<file path="src/rtl/or1k_wb_arbiter_pkg.sv">
// or1k_wb_arbiter_pkg: arbiter states, one-hot grant encodings and Wishbone cycle type codes
package or1k_wb_arbiter_pkg;
  typedef enum logic [1:0] {IDLE = 2'b00, GNT_I = 2'b01, GNT_D = 2'b10, TOERR = 2'b11} arb_state_e;
  localparam logic [1:0] GRANT_I = 2'b01;
  localparam logic [1:0] GRANT_D = 2'b10;
  localparam logic [2:0] CTI_CLASSIC = 3'b000;
  localparam logic [2:0] CTI_INCR = 3'b010;
  localparam logic [2:0] CTI_EOB = 3'b111;
endpackage

</file>
<file path="src/rtl/or1k_wb_arb_watchdog.sv">
// or1k_wb_arb_watchdog: counts unanswered strobe cycles (clk, rst, active_i, stb_i, resp_i in; expire_o out)
module or1k_wb_arb_watchdog #(
  parameter int TIMEOUT_CYCLES = 255,
  parameter int TIMEOUT_WIDTH = 8
) (
  input  logic clk,
  input  logic rst,
  input  logic active_i,
  input  logic stb_i,
  input  logic resp_i,
  output logic expire_o
);
  localparam logic [TIMEOUT_WIDTH-1:0] limit = TIMEOUT_WIDTH'(TIMEOUT_CYCLES);
  logic [TIMEOUT_WIDTH-1:0] cnt_q, cnt_d;
  logic clr;
  always_comb begin
    clr = !active_i || !stb_i || resp_i;
    cnt_d = clr ? '0 : (cnt_q == limit ? cnt_q : cnt_q + 1'b1);
    expire_o = (TIMEOUT_CYCLES != 0) && !clr && cnt_d == limit;
  end
  always_ff @(posedge clk) cnt_q <= rst ? '0 : cnt_d;
endmodule

</file>
<file path="src/rtl/or1k_wb_arbiter.sv">
// or1k_wb_arbiter: shares one Wishbone bus between iwb/dwb masters; wbm_* bus side, grant_o owner, timeout_o watchdog pulse
module or1k_wb_arbiter
  import or1k_wb_arbiter_pkg::*;
#(
  parameter string ARB_POLICY = "ROUND_ROBIN",
  parameter int TIMEOUT_CYCLES = 255,
  parameter int TIMEOUT_WIDTH = 8
) (
  input  logic        clk,
  input  logic        rst,
  input  logic [31:0] iwb_adr_i,
  input  logic [31:0] iwb_dat_i,
  input  logic [3:0]  iwb_sel_i,
  input  logic        iwb_we_i,
  input  logic [2:0]  iwb_cti_i,
  input  logic [1:0]  iwb_bte_i,
  input  logic        iwb_cyc_i,
  input  logic        iwb_stb_i,
  output logic        iwb_ack_o,
  output logic        iwb_err_o,
  output logic        iwb_rty_o,
  output logic [31:0] iwb_dat_o,
  input  logic [31:0] dwb_adr_i,
  input  logic [31:0] dwb_dat_i,
  input  logic [3:0]  dwb_sel_i,
  input  logic        dwb_we_i,
  input  logic [2:0]  dwb_cti_i,
  input  logic [1:0]  dwb_bte_i,
  input  logic        dwb_cyc_i,
  input  logic        dwb_stb_i,
  output logic        dwb_ack_o,
  output logic        dwb_err_o,
  output logic        dwb_rty_o,
  output logic [31:0] dwb_dat_o,
  output logic [31:0] wbm_adr_o,
  output logic [31:0] wbm_dat_o,
  output logic [3:0]  wbm_sel_o,
  output logic        wbm_we_o,
  output logic [2:0]  wbm_cti_o,
  output logic [1:0]  wbm_bte_o,
  output logic        wbm_cyc_o,
  output logic        wbm_stb_o,
  input  logic        wbm_ack_i,
  input  logic        wbm_err_i,
  input  logic        wbm_rty_i,
  input  logic [31:0] wbm_dat_i,
  output logic [1:0]  grant_o,
  output logic        timeout_o
);
  localparam bit fixed_data = (ARB_POLICY == "FIXED_DATA");
  arb_state_e state_q, state_d;
  logic [1:0] last_grant_q, last_grant_d;
  logic own_i, own_d, to_err, owner_cyc, owner_stb, pick_d, expire;
  assign own_i = state_q == GNT_I;
  assign own_d = state_q == GNT_D;
  assign to_err = state_q == TOERR;
  assign owner_cyc = own_i ? iwb_cyc_i : dwb_cyc_i;
  assign owner_stb = own_i ? iwb_stb_i : dwb_stb_i;
  assign pick_d = dwb_cyc_i && (!iwb_cyc_i || fixed_data || last_grant_q == GRANT_I);
  always_comb begin
    state_d = state_q;
    last_grant_d = last_grant_q;
    if (state_q == IDLE) begin
      if (iwb_cyc_i || dwb_cyc_i) begin
        state_d = pick_d ? GNT_D : GNT_I;
        last_grant_d = pick_d ? GRANT_D : GRANT_I;
      end
    end else if (to_err || !owner_cyc) state_d = IDLE;
    else if (expire) state_d = TOERR;
  end
  always_ff @(posedge clk) begin
    state_q <= rst ? IDLE : state_d;
    last_grant_q <= rst ? GRANT_I : last_grant_d;
  end
  or1k_wb_arb_watchdog #(.TIMEOUT_CYCLES(TIMEOUT_CYCLES), .TIMEOUT_WIDTH(TIMEOUT_WIDTH)) u_wdog (
    .clk(clk),
    .rst(rst),
    .active_i(own_i || own_d),
    .stb_i(owner_stb),
    .resp_i(wbm_ack_i || wbm_err_i || wbm_rty_i),
    .expire_o(expire)
  );
  assign wbm_adr_o = own_i ? iwb_adr_i : own_d ? dwb_adr_i : '0;
  assign wbm_dat_o = own_i ? iwb_dat_i : own_d ? dwb_dat_i : '0;
  assign wbm_sel_o = own_i ? iwb_sel_i : own_d ? dwb_sel_i : '0;
  assign wbm_we_o  = own_i ? iwb_we_i  : own_d && dwb_we_i;
  assign wbm_cti_o = own_i ? iwb_cti_i : own_d ? dwb_cti_i : '0;
  assign wbm_bte_o = own_i ? iwb_bte_i : own_d ? dwb_bte_i : '0;
  assign wbm_cyc_o = own_i ? iwb_cyc_i : own_d && dwb_cyc_i;
  assign wbm_stb_o = own_i ? iwb_stb_i : own_d && dwb_stb_i;
  assign iwb_ack_o = own_i && wbm_ack_i;
  assign iwb_rty_o = own_i && wbm_rty_i;
  assign iwb_err_o = (own_i && wbm_err_i) || (to_err && last_grant_q == GRANT_I);
  assign dwb_ack_o = own_d && wbm_ack_i;
  assign dwb_rty_o = own_d && wbm_rty_i;
  assign dwb_err_o = (own_d && wbm_err_i) || (to_err && last_grant_q == GRANT_D);
  assign iwb_dat_o = wbm_dat_i;
  assign dwb_dat_o = wbm_dat_i;
  assign grant_o = own_i ? GRANT_I : own_d ? GRANT_D : 2'b00;
  assign timeout_o = to_err;
endmodule
</file>
<file path="config.mk">
export PLATFORM = sky130hd
export DESIGN_NAME = or1k_wb_arbiter
export DESIGN_NICKNAME = d
export VERILOG_FILES = /design/src/rtl/or1k_wb_arbiter_pkg.sv /design/src/rtl/or1k_wb_arb_watchdog.sv /design/src/rtl/or1k_wb_arbiter.sv
export SDC_FILE = /design/constraint.sdc
export NUM_CORES = 1
export LEC_CHECK = 0
export ABC_AREA = 1
export BUFFER_PORTS_ARGS = -buffer_cell sky130_fd_sc_hd__buf_2
export CORE_AREA = 2 2 132 134
export CTS_BUF_LIST = sky130_fd_sc_hd__clkbuf_16
export DETAILED_ROUTE_END_ITERATION = 16
export DIE_AREA = 0 0 134 136
export PLACE_DENSITY_LB_ADDON = 0.12
export SLEW_MARGIN = 20
export SYNTH_ARGS = -nofsm -noshare
export SYNTH_HDL_FRONTEND = slang
export SYNTH_HIERARCHICAL = 1
export SYNTH_SLANG_ARGS = --single-unit
</file>
<file path="constraint.sdc">
create_clock -name clk -period 2.75 [get_ports clk]
set_input_delay 0.55 -clock clk [delete_from_list [all_inputs] [get_ports clk]]
set_output_delay 0.55 -clock clk [all_outputs]
set_load 0.02 [all_outputs]
</file>
==> results.py, run 1 <==
metrics = {
    "finish": {
        "layout-drive-gt1-share_pct": 42.9,
        "final_common_cell": "buf_2",
        "nNetsFinal": 801,
        "post-route-cell-area_um2": 3400,
        "insertedDiodeCount": 0,
        "area_grow_syn2layout_pct": 39.3,
        "filler_cell_count": 2003,
        "mostFrequentLayoutCells": "buf_2, nand2_1, nand3_1",
    },
    "setup_path": {
        "critical_path.top_delay_family": "buffers and inverters",
        "regToRegEndpoint": "state_q[0]$_SDFFE_PP0P_",
        "critPathBufInv": 4,
        "regToRegSetupSlack_ps": 590,
        "path_cells": "inv_1 -> ha_2 -> inv_6 -> buf_4 -> nand3_1 -> nand2_1 -> buf_2",
        "r2r_cells": 17,
        "worst-path-max-fanout": 32,
        "worstSetupEndpointType": "output pin",
        "cp_startpoint_kind": "register",
        "arrival_ps": 1930,
        "critPathLaunch": "state_q[1]$_SDFFE_PP0P_",
        "setup.worst_path.class": "reg2out",
        "critPathRequiredTime_ps": 2200,
        "start_of_the_worst_register_to_register_path": "state_q[1]$_SDFFE_PP0P_",
        "critPathSlowestCell": "dfxtp_1",
        "cp_slowest_stage_delay_ps": 390,
    },
    "die": {
        "floorplan.initialDensity_pct": 14.5,
        "floorplan.io_pins": 338,
        "die_y_um": 136,
        "core.rowCount": 48,
        "horizontal_die_dimension_um": 134,
        "die_area_um2": 18200,
        "floorplan.core_area_um2": 16900,
    },
    "synth": {
        "synth-seq-cells": 12,
        "synthesis.area_per_instance_um2": 5.48,
        "synthesis.nets": 641,
        "post-synth-top-area-cell": "nand2_1",
        "synth-edff-count": 0,
        "synthCells": 446,
        "sequential_element_share_of_the_synthesized_area_pct": 9.83,
        "synthesis.yosys.warnings": 6,
        "netlist_top_cells_area": "nand2_1, buf_4, nand3_1",
        "synth_top_area_share_pct": 27.5,
        "netlist_area_um2": 2440,
        "synth-main-ff-cell": "dfxtp_1",
        "asyncSetResetFlopFracSynth_pct": 0,
        "synth_cell_types": 26,
    },
    "global_routing": {
        "globalRoute.totalOverflow": 0,
        "wire_length_of_the_first_global_routing_pass_um": 16800,
        "number_of_global_route_vias_before_repair": 3040,
        "largest_net_degree_at_the_start_of_global_routing": 79,
        "antenna_found_initial": 2,
        "grtUsageTotal_pct": 11.6,
    },
    "clock_tree": {
        "clock_tree.root_cell": "clkbuf_16",
        "postCtsSetupRepairBufs": 0,
        "cts_buffers": 3,
        "clk_pin_slew_ps": 50,
        "clock_sinks": 12,
        "max-clock-path-buffers": 2,
        "worstSkewPairLatency_ps": 240,
        "hold_buffers": 0,
        "cts_tree": "done",
        "clock_tree.htree_level_count": 1,
        "post_cts.resized_instances": 0,
    },
    "drt": {
        "drt_iter0_drc": 103,
        "drtAntennaViolNets": 0,
        "drc_errors": 0,
        "first_pass_iters": 5,
        "detailroute.via_count": 3272,
        "route.detailed.wl_per_inst_um": 14.6,
        "via_count_normalized_by_instance_count": 3.95,
        "final_routed_wirelength_um": 12100,
    },
    "placement": {
        "detailed_place_hpwl_um": 10100,
        "portBuffers": 241,
        "routabilityCongestion": 0.807,
        "place_area_um2": 3330,
    },
    "sta": {
        "min_hold_slack_ps": 462,
        "timing.final.crit_period_ps": 2480,
        "worst_pin_slew_ps": 361,
        "max_slew_vio_count": 0,
        "grt_setup_unrepaired": "no",
        "layout_worst_path_cycle_share_pct": 90.1,
        "clock-skew-final_ps": 3.41,
        "final_hold_viol_count": 0,
        "max_slew_margin_pct": 75.9,
        "fin_setup_tns_ps": 0,
        "finalSetupViolCount": 0,
        "maxClockFrequency_ghz": 0.404,
    },
    "power_and_ir_drop": {
        "vdd_drop_max_mv": 0.333,
        "fin_total_pwr_uw": 3470,
        "power.leakage_uw": 0.00216,
        "power.density_nw_per_um2": 1020,
    },
    "flow_run": {
        "timing.max_cap.violations": 0,
    },
    "min_path": {
        "hold_start": "last_grant_q[1]$_SDFFE_PP0P_",
        "hold_class": "reg2reg",
        "holdPathStages": 2,
        "min_delay_worst_endpoint": "last_grant_q[1]$_SDFFE_PP0P_",
    },
    "status": {
        "run_status": "completed",
    },
}
## flip-flops by register name, summed over array words and instances (netlist names)
register	cells
last_grant_q	2
u_wdog/cnt_q	8
state_q	2
## cell families after synthesis
| kind of cell | share of synthesized area [%] |
|---|---|
| AO/OA/AOI/OAI | 2.61 |
| XOR/XNOR | 0.717 |
| adder cells (fa/ha/maj) | 3.07 |
| buffers and inverters | 31.2 |
| flip-flops | 9.83 |
| AND/OR/NAND/NOR | 52.5 |
## power breakdown
part	internal, uW	switching, uW	total [uW]
clock network	190	77.0	267
registers	202	26.0	228
logic	897	2080	2980
## stage by stage
stage / instances / utilization [%] / setup WS [ps]
2_1_floorplan: 446 / - / 703
3_3_place_gp: 826 / 19.7 / 506
3_5_place_dp: 826 / 19.7 / 492
4_1_cts: 829 / 20.2 / 233
5_1_grt: 829 / 20.2 / 114
6_report: 829 / 20.2 / 273
## Yosys cell counts (2+ instances only)
| master | n |
|---|---|
| dfxtp_1 | 12 |
| buf_6 | 6 |
| nor3_1 | 2 |
| o21ai_0 | 3 |
| nor2_1 | 18 |
| buf_2 | 18 |
| buf_4 | 67 |
| nand2_1 | 179 |
| nor2_4 | 2 |
| nand2_2 | 2 |
| a21oi_1 | 4 |
| ha_1 | 6 |
| nand3_1 | 90 |
| o22ai_1 | 2 |
| inv_1 | 24 |
## area by class of cell
cell class / instances / area, um2 / area share [%]
inverters: 25 / 98.8 / 2.90
well taps: 225 / 282 / 8.27
clock buffers: 3 / 75.1 / 2.21
repair buffers: 247 / 1260 / 37.1
multi-input cells: 317 / 1450 / 42.4
flip-flops and latches: 12 / 240 / 7.06
## metal layers
metal  share of wire [%]  vias to the layer above  wire [um]  global-route usage [%]
met4                 1.8                        2        218                    2.25
li1                    -                     1655          -                       -
met5                0.11                        -         13                       0
met1                  38                     1448       4550                    13.0
met3                 8.5                       18       1030                    3.54
met2                  52                      149       6250                    21.9
## worst reg2reg max path: stages, from the launching register on
cell and delay [ps]:
dfxtp_1 390, inv_1 90, ha_2 230, inv_6 120
nand2_1 80, o21ai_0 70, nand2_1 110, nor2_4 180
inv_1 80, nor2_1 90, nand2_1 70, nor2_1 110
nand3_1 80, nor2_1 110, nor2_1 50, nand3_1 90
a21oi_1 70, nor2_1 80
## how the worst max path moves through the flow
stage,end,slack [ps],cells after the start
after floorplan,state_q[1]$_SDFFE_PP0P_,700,19
after CTS,wbm_adr_o[4],230,7
after global placement,wbm_adr_o[4],510,7
after detailed placement,wbm_cyc_o,490,7
final,wbm_adr_o[4],270,7
after global routing,wbm_adr_o[4],110,7
Power figures use the tool's default switching activity.
==> inputs of run 2 (changes only) <==
--- a/config.mk
+++ b/config.mk
@@ -12,6 +12,7 @@
 export DETAILED_ROUTE_END_ITERATION = 16
 export DIE_AREA = 0 0 134 136
 export PLACE_DENSITY_LB_ADDON = 0.12
+export RECOVER_POWER = 25
 export SLEW_MARGIN = 20
 export SYNTH_ARGS = -nofsm -noshare
 export SYNTH_HDL_FRONTEND = slang
==> constraint.sdc (replaced) <==
create_clock -name clk -period 2.75 [get_ports clk]
set_input_delay 0.1375 -clock clk [delete_from_list [all_inputs] [get_ports clk]]
set_output_delay 0.1375 -clock clk [all_outputs]
set_load 0.02 [all_outputs]
==> run 2 against run 1 <==
Against the previous run:
- core utilization shrank 0.13 points
- sequential cell count is the same
- via count is the same
- fmax grew 11%
- non-clock buffer count shrank 2
- hold slack lost 260 ps
- global-route usage grew 0.050 points
- critical path depth grew 10
- largest cell class unchanged
==> results.py, run 2 (synthesis gave the netlist of run 1 again) <==
metrics = {
    "finish": {
        "nNetsFinal": 799,
        "final_common_cell": "buf_2",
        "filler_cell_count": 2001,
        "area_grow_syn2layout_pct": 38.5,
        "sequential_cell_area_um2": 240,
        "mostFrequentLayoutCells": "buf_2, nand2_1, nand3_1",
        "number_of_flip_flops_in_the_largest_register": 8,
        "finish.utilization_pct": 20.0,
        "reg.largest.list": "u_wdog/cnt_q (8), last_grant_q (2), state_q (2)",
        "layout-drive-gt1-share_pct": 42.6,
        "multi_input_comb_area_um2": 1450,
        "top_register": "u_wdog/cnt_q",
    },
    "sta": {
        "worst_pin_slew_ps": 817,
        "min_hold_slack_ps": 204,
        "clock-skew-final_ps": 3.81,
        "layout_worst_path_cycle_share_pct": 81.0,
        "finalSetupViolCount": 0,
        "max_slew_margin_pct": 45.5,
        "final_hold_viol_count": 0,
        "max_slew_vio_count": 0,
        "fin_setup_tns_ps": 0,
        "grt_setup_unrepaired": "no",
        "maxClockFrequency_ghz": 0.449,
        "timing.final.crit_period_ps": 2230,
    },
    "min_path": {
        "hold_start": "rst",
        "min_delay_worst_endpoint": "last_grant_q[1]$_SDFFE_PP0P_",
        "hold_class": "in2reg",
        "holdPathStages": 2,
    },
    "global_routing": {
        "globalRoute.totalOverflow": 0,
        "largest_net_degree_at_the_start_of_global_routing": 79,
        "grtUsageTotal_pct": 11.7,
        "wire_length_of_the_first_global_routing_pass_um": 17000,
        "number_of_global_route_vias_before_repair": 2916,
        "antenna_found_initial": 0,
    },
    "clock_tree": {
        "hold_buffers": 0,
        "cts_tree": "done",
        "postCtsSetupRepairBufs": 0,
        "clock_tree.root_cell": "clkbuf_16",
        "clock_sinks": 12,
        "worstSkewPairLatency_ps": 240,
        "post_cts.resized_instances": 0,
        "clock_tree.htree_level_count": 1,
        "max-clock-path-buffers": 2,
        "clk_pin_slew_ps": 50,
        "cts_buffers": 3,
    },
    "setup_path": {
        "setup.worst_path.class": "reg2reg",
        "regToRegEndpoint": "state_q[0]$_SDFFE_PP0P_",
        "r2r_cells": 17,
        "regToRegSetupSlack_ps": 520,
        "critPathRequiredTime_ps": 2930,
        "cp_startpoint_kind": "register",
        "start_of_the_worst_register_to_register_path": "state_q[1]$_SDFFE_PP0P_",
        "arrival_ps": 2400,
        "worst-path-max-fanout": 32,
        "worstSetupEndpointType": "register",
    },
    "power_and_ir_drop": {
        "vdd_drop_max_mv": 0.249,
        "fin_total_pwr_uw": 3420,
        "power.density_nw_per_um2": 1010,
        "power.leakage_uw": 0.00215,
    },
    "drt": {
        "drt_iter0_drc": 156,
        "top_layer": "met4",
        "wirelength_met1_um": 4730,
        "route.detailed.wl_per_inst_um": 14.5,
        "drc_errors": 0,
        "first_pass_iters": 4,
        "met3_length_um": 899,
        "via_count_normalized_by_instance_count": 3.95,
        "dr_wl_met2_um": 6390,
        "final_routed_wirelength_um": 12000,
        "detailroute.via_count": 3272,
        "drtAntennaViolNets": 0,
    },
    "die": {
        "floorplan.io_pins": 338,
        "floorplan.core_area_um2": 16900,
        "die_area_um2": 18200,
        "core.rowCount": 48,
        "horizontal_die_dimension_um": 134,
        "floorplan.initialDensity_pct": 14.5,
        "die_y_um": 136,
    },
    "flow_run": {
        "timing.max_cap.violations": 0,
    },
    "placement": {
        "portBuffers": 241,
        "routabilityCongestion": 0.787,
        "detailed_place_hpwl_um": 9990,
    },
    "status": {
        "run_status": "completed",
    },
}
## run 2: cell types whose count changed in the layout (fill, tap and decap cells not counted), sizes merged
cell    delta
buf        -2
clkinv     +1
diode      +1
## run 2: worst max-delay path by stage
stage / from / slack, ps / to
2_1_floorplan: state_q[1]$_SDFFE_PP0P_ / 700 / state_q[1]$_SDFFE_PP0P_
6_report: state_q[1]$_SDFFE_PP0P_ / 520 / state_q[0]$_SDFFE_PP0P_
5_1_grt: state_q[1]$_SDFFE_PP0P_ / 200 / state_q[0]$_SDFFE_PP0P_
3_3_place_gp: state_q[1]$_SDFFE_PP0P_ / 560 / state_q[1]$_SDFFE_PP0P_
3_5_place_dp: state_q[1]$_SDFFE_PP0P_ / 510 / state_q[0]$_SDFFE_PP0P_
4_1_cts: state_q[1]$_SDFFE_PP0P_ / 460 / wbm_adr_o[4]
## run 2: routing by layer
| layer | up-vias | track usage [%] |
|---|---|---|
| met1 | 1464 | 14.4 |
| met5 | - | 0 |
| met3 | 4 | 1.90 |
| li1 | 1651 | - |
| met4 | 0 | 1.42 |
| met2 | 153 | 21.9 |
## run 2: report_power, final
part	switching (uW)	internal, uW
clock	76.7	192
sequential	26.2	202
combinational	2060	858
## run 2: final cells by class
type,instances,share of cell area (%)
multi-input combinational,317,42.7
timing repair buffer,245,36.5
clock inverter,1,0.111
antenna,1,0.0740
inverter,25,2.92
clock buffer,3,2.22
tap,225,8.32
sequential,12,7.10
## run 2: metrics by stage
step | setup WS, ps | instance area, um2 | instances
after floorplan | 703 | 2440 | 446
after global placement | 559 | 3300 | 824
after detailed placement | 512 | 3300 | 824
after CTS | 462 | 3380 | 828
after global routing | 202 | 3380 | 828
final | 523 | 3380 | 829
## run 2: worst max-delay path, stage by stage (launching register included)
cell and delay (ps):
dfxtp_1 390, inv_1 80, ha_2 210, inv_6 200, nand2_1 100, o21ai_0 80, nand2_1 110, nor2_4 160
inv_1 70, nor2_1 80, nand2_1 70, nor2_1 100, nand3_1 100, nor2_1 110, nor2_1 50, nand3_1 100
a21oi_1 60, nor2_1 80
==> inputs of run 3 (changes only) <==
==> constraint.sdc (replaced) <==
create_clock -name clk -period 2.2 [get_ports clk]
set_input_delay 0.11 -clock clk [delete_from_list [all_inputs] [get_ports clk]]
set_output_delay 0.11 -clock clk [all_outputs]
set_load 0.02 [all_outputs]
==> run 3 against run 2 <==
Against the previous run:
- design area grew 1.1%
- critical path depth shrank 1
- final cell count grew 0.12%
- highest routed layer unchanged
- setup slack lost 230 ps
==> results.py, run 3 (synthesis gave the netlist of run 1 again) <==
metrics = {
    "clock_tree": {
        "hold_buffers": 0,
        "worstSkewPairLatency_ps": 240,
        "cts_buffers": 3,
        "clock_sinks": 12,
        "clk_pin_slew_ps": 50,
        "post_cts.resized_instances": 0,
        "cts_tree": "done",
        "max-clock-path-buffers": 2,
        "postCtsSetupRepairBufs": 0,
        "clock_tree.htree_level_count": 1,
        "clock_tree.root_cell": "clkbuf_16",
    },
    "setup_path": {
        "regToRegSetupSlack_ps": 300,
        "cp_startpoint_kind": "register",
        "critPathRequiredTime_ps": 2370,
        "setup.worst_path.class": "reg2reg",
        "worstSetupEndpointType": "register",
        "worst-path-max-fanout": 7,
        "arrival_ps": 2070,
    },
    "global_routing": {
        "number_of_global_route_vias_before_repair": 3005,
        "antenna_found_initial": 0,
        "grtUsageTotal_pct": 11.5,
        "globalRoute.totalOverflow": 0,
        "wire_length_of_the_first_global_routing_pass_um": 16700,
        "largest_net_degree_at_the_start_of_global_routing": 79,
    },
    "min_path": {
        "hold_class": "in2reg",
    },
    "sta": {
        "timing.final.crit_period_ps": 1900,
        "max_slew_vio_count": 0,
        "finalSetupViolCount": 0,
        "final_hold_viol_count": 0,
        "grt_setup_unrepaired": "no",
        "clock-skew-final_ps": 3.32,
        "max_slew_margin_pct": 60.0,
        "maxClockFrequency_ghz": 0.526,
        "fin_setup_tns_ps": 0,
        "worst_pin_slew_ps": 600,
        "layout_worst_path_cycle_share_pct": 86.5,
    },
    "drt": {
        "final_routed_wirelength_um": 12000,
        "route.detailed.wl_per_inst_um": 14.5,
        "detailroute.via_count": 3320,
        "drc_errors": 0,
        "first_pass_iters": 5,
        "drt_iter0_drc": 166,
        "drtAntennaViolNets": 0,
        "via_count_normalized_by_instance_count": 4.00,
    },
    "power_and_ir_drop": {
        "combPwrFrac_pct": 85.9,
        "power.leakage_uw": 0.00216,
        "reg_power_share_pct": 6.5,
        "power.switching_uw": 2730,
        "vdd_drop_max_mv": 0.395,
        "swShare_pct": 62.7,
        "power_frac_clock_pct": 7.6,
        "power.density_nw_per_um2": 1270,
        "p_int_uw": 1620,
    },
    "finish": {
        "mostFrequentLayoutCells": "buf_2, nand2_1, nand3_1",
        "layout-drive-gt1-share_pct": 43.0,
        "area_grow_syn2layout_pct": 40.0,
        "top_register": "u_wdog/cnt_q",
        "finish.utilization_pct": 20.3,
        "reg.largest.list": "u_wdog/cnt_q (8), last_grant_q (2), state_q (2)",
        "number_of_flip_flops_in_the_largest_register": 8,
        "nNetsFinal": 801,
        "filler_cell_count": 2002,
        "final_common_cell": "buf_2",
    },
    "placement": {
        "portBuffers": 241,
        "detailed_place_hpwl_um": 9900,
        "routabilityCongestion": 0.789,
    },
    "flow_run": {
        "timing.max_cap.violations": 0,
    },
    "die": {
        "floorplan.core_area_um2": 16900,
        "die_area_um2": 18200,
        "core.rowCount": 48,
        "die_y_um": 136,
        "horizontal_die_dimension_um": 134,
        "floorplan.io_pins": 338,
        "floorplan.initialDensity_pct": 14.5,
    },
    "status": {
        "run_status": "completed",
    },
}
[run 3: critical path: stages (launching register included)]
cell and delay [ps]:
dfxtp_1 300, inv_1 100, ha_4 170, inv_6 30, o21ai_0 150, nand2_1 110, nor2_4 160, inv_1 80
nor2_1 80, nand2_1 70, nor2_1 100, nand3_1 80, nor2_1 100, nor2_1 50, nand3_1 90, a21oi_1 70
nor2_1 80
[run 3: final timing paths]
kind | startpoint | to | cells after the start
max | state_q[1]$_SDFFE_PP0P_ | state_q[0]$_SDFFE_PP0P_ | 16
min | rst | u_wdog/cnt_q[3]$_SDFF_PP0_ | 2
max reg2reg | state_q[1]$_SDFFE_PP0P_ | state_q[0]$_SDFFE_PP0P_ | 16
min reg2reg | last_grant_q[1]$_SDFFE_PP0P_ | last_grant_q[1]$_SDFFE_PP0P_ | 2
[run 3: power groups by stage]
stage               registers, uW  logic, uW  clock network, uW
floorplan                     281       2710                  0
global placement              279       3810                  0
detailed placement            281       3800                  0
CTS                           277       3820                341
global route                  288       4090                352
finish                        283       3740                331
[run 3: per-stage QoR]
step	power (uW)	instances	cell area, um2	hold slack [ps]	setup WS [ps]
2_1_floorplan	2990	446	2440	179	153
3_3_place_gp	4090	826	3330	220	219
3_5_place_dp	4080	826	3330	220	220
4_1_cts	4440	829	3400	177	7.61
5_1_grt	4730	829	3420	201	3.10
6_report	4350	830	3420	179	297
[run 3: metal layers]
metal / track usage (%) / wire length [um]
met4: 1.36 / 119
met1: 13.2 / 4550
met5: 0 / 0
met2: 21.9 / 6300
met3: 3.02 / 1030
[run 3: layout make-up]
type	count	area, um2	area share [%]
well taps	225	282	8.23
inverters	25	98.8	2.89
multi-input cells	317	1460	42.5
diodes	1	2.50	0.0731
flip-flops and latches	12	241	7.06
clock buffers	3	75.1	2.19
repair buffers	247	1270	37.0
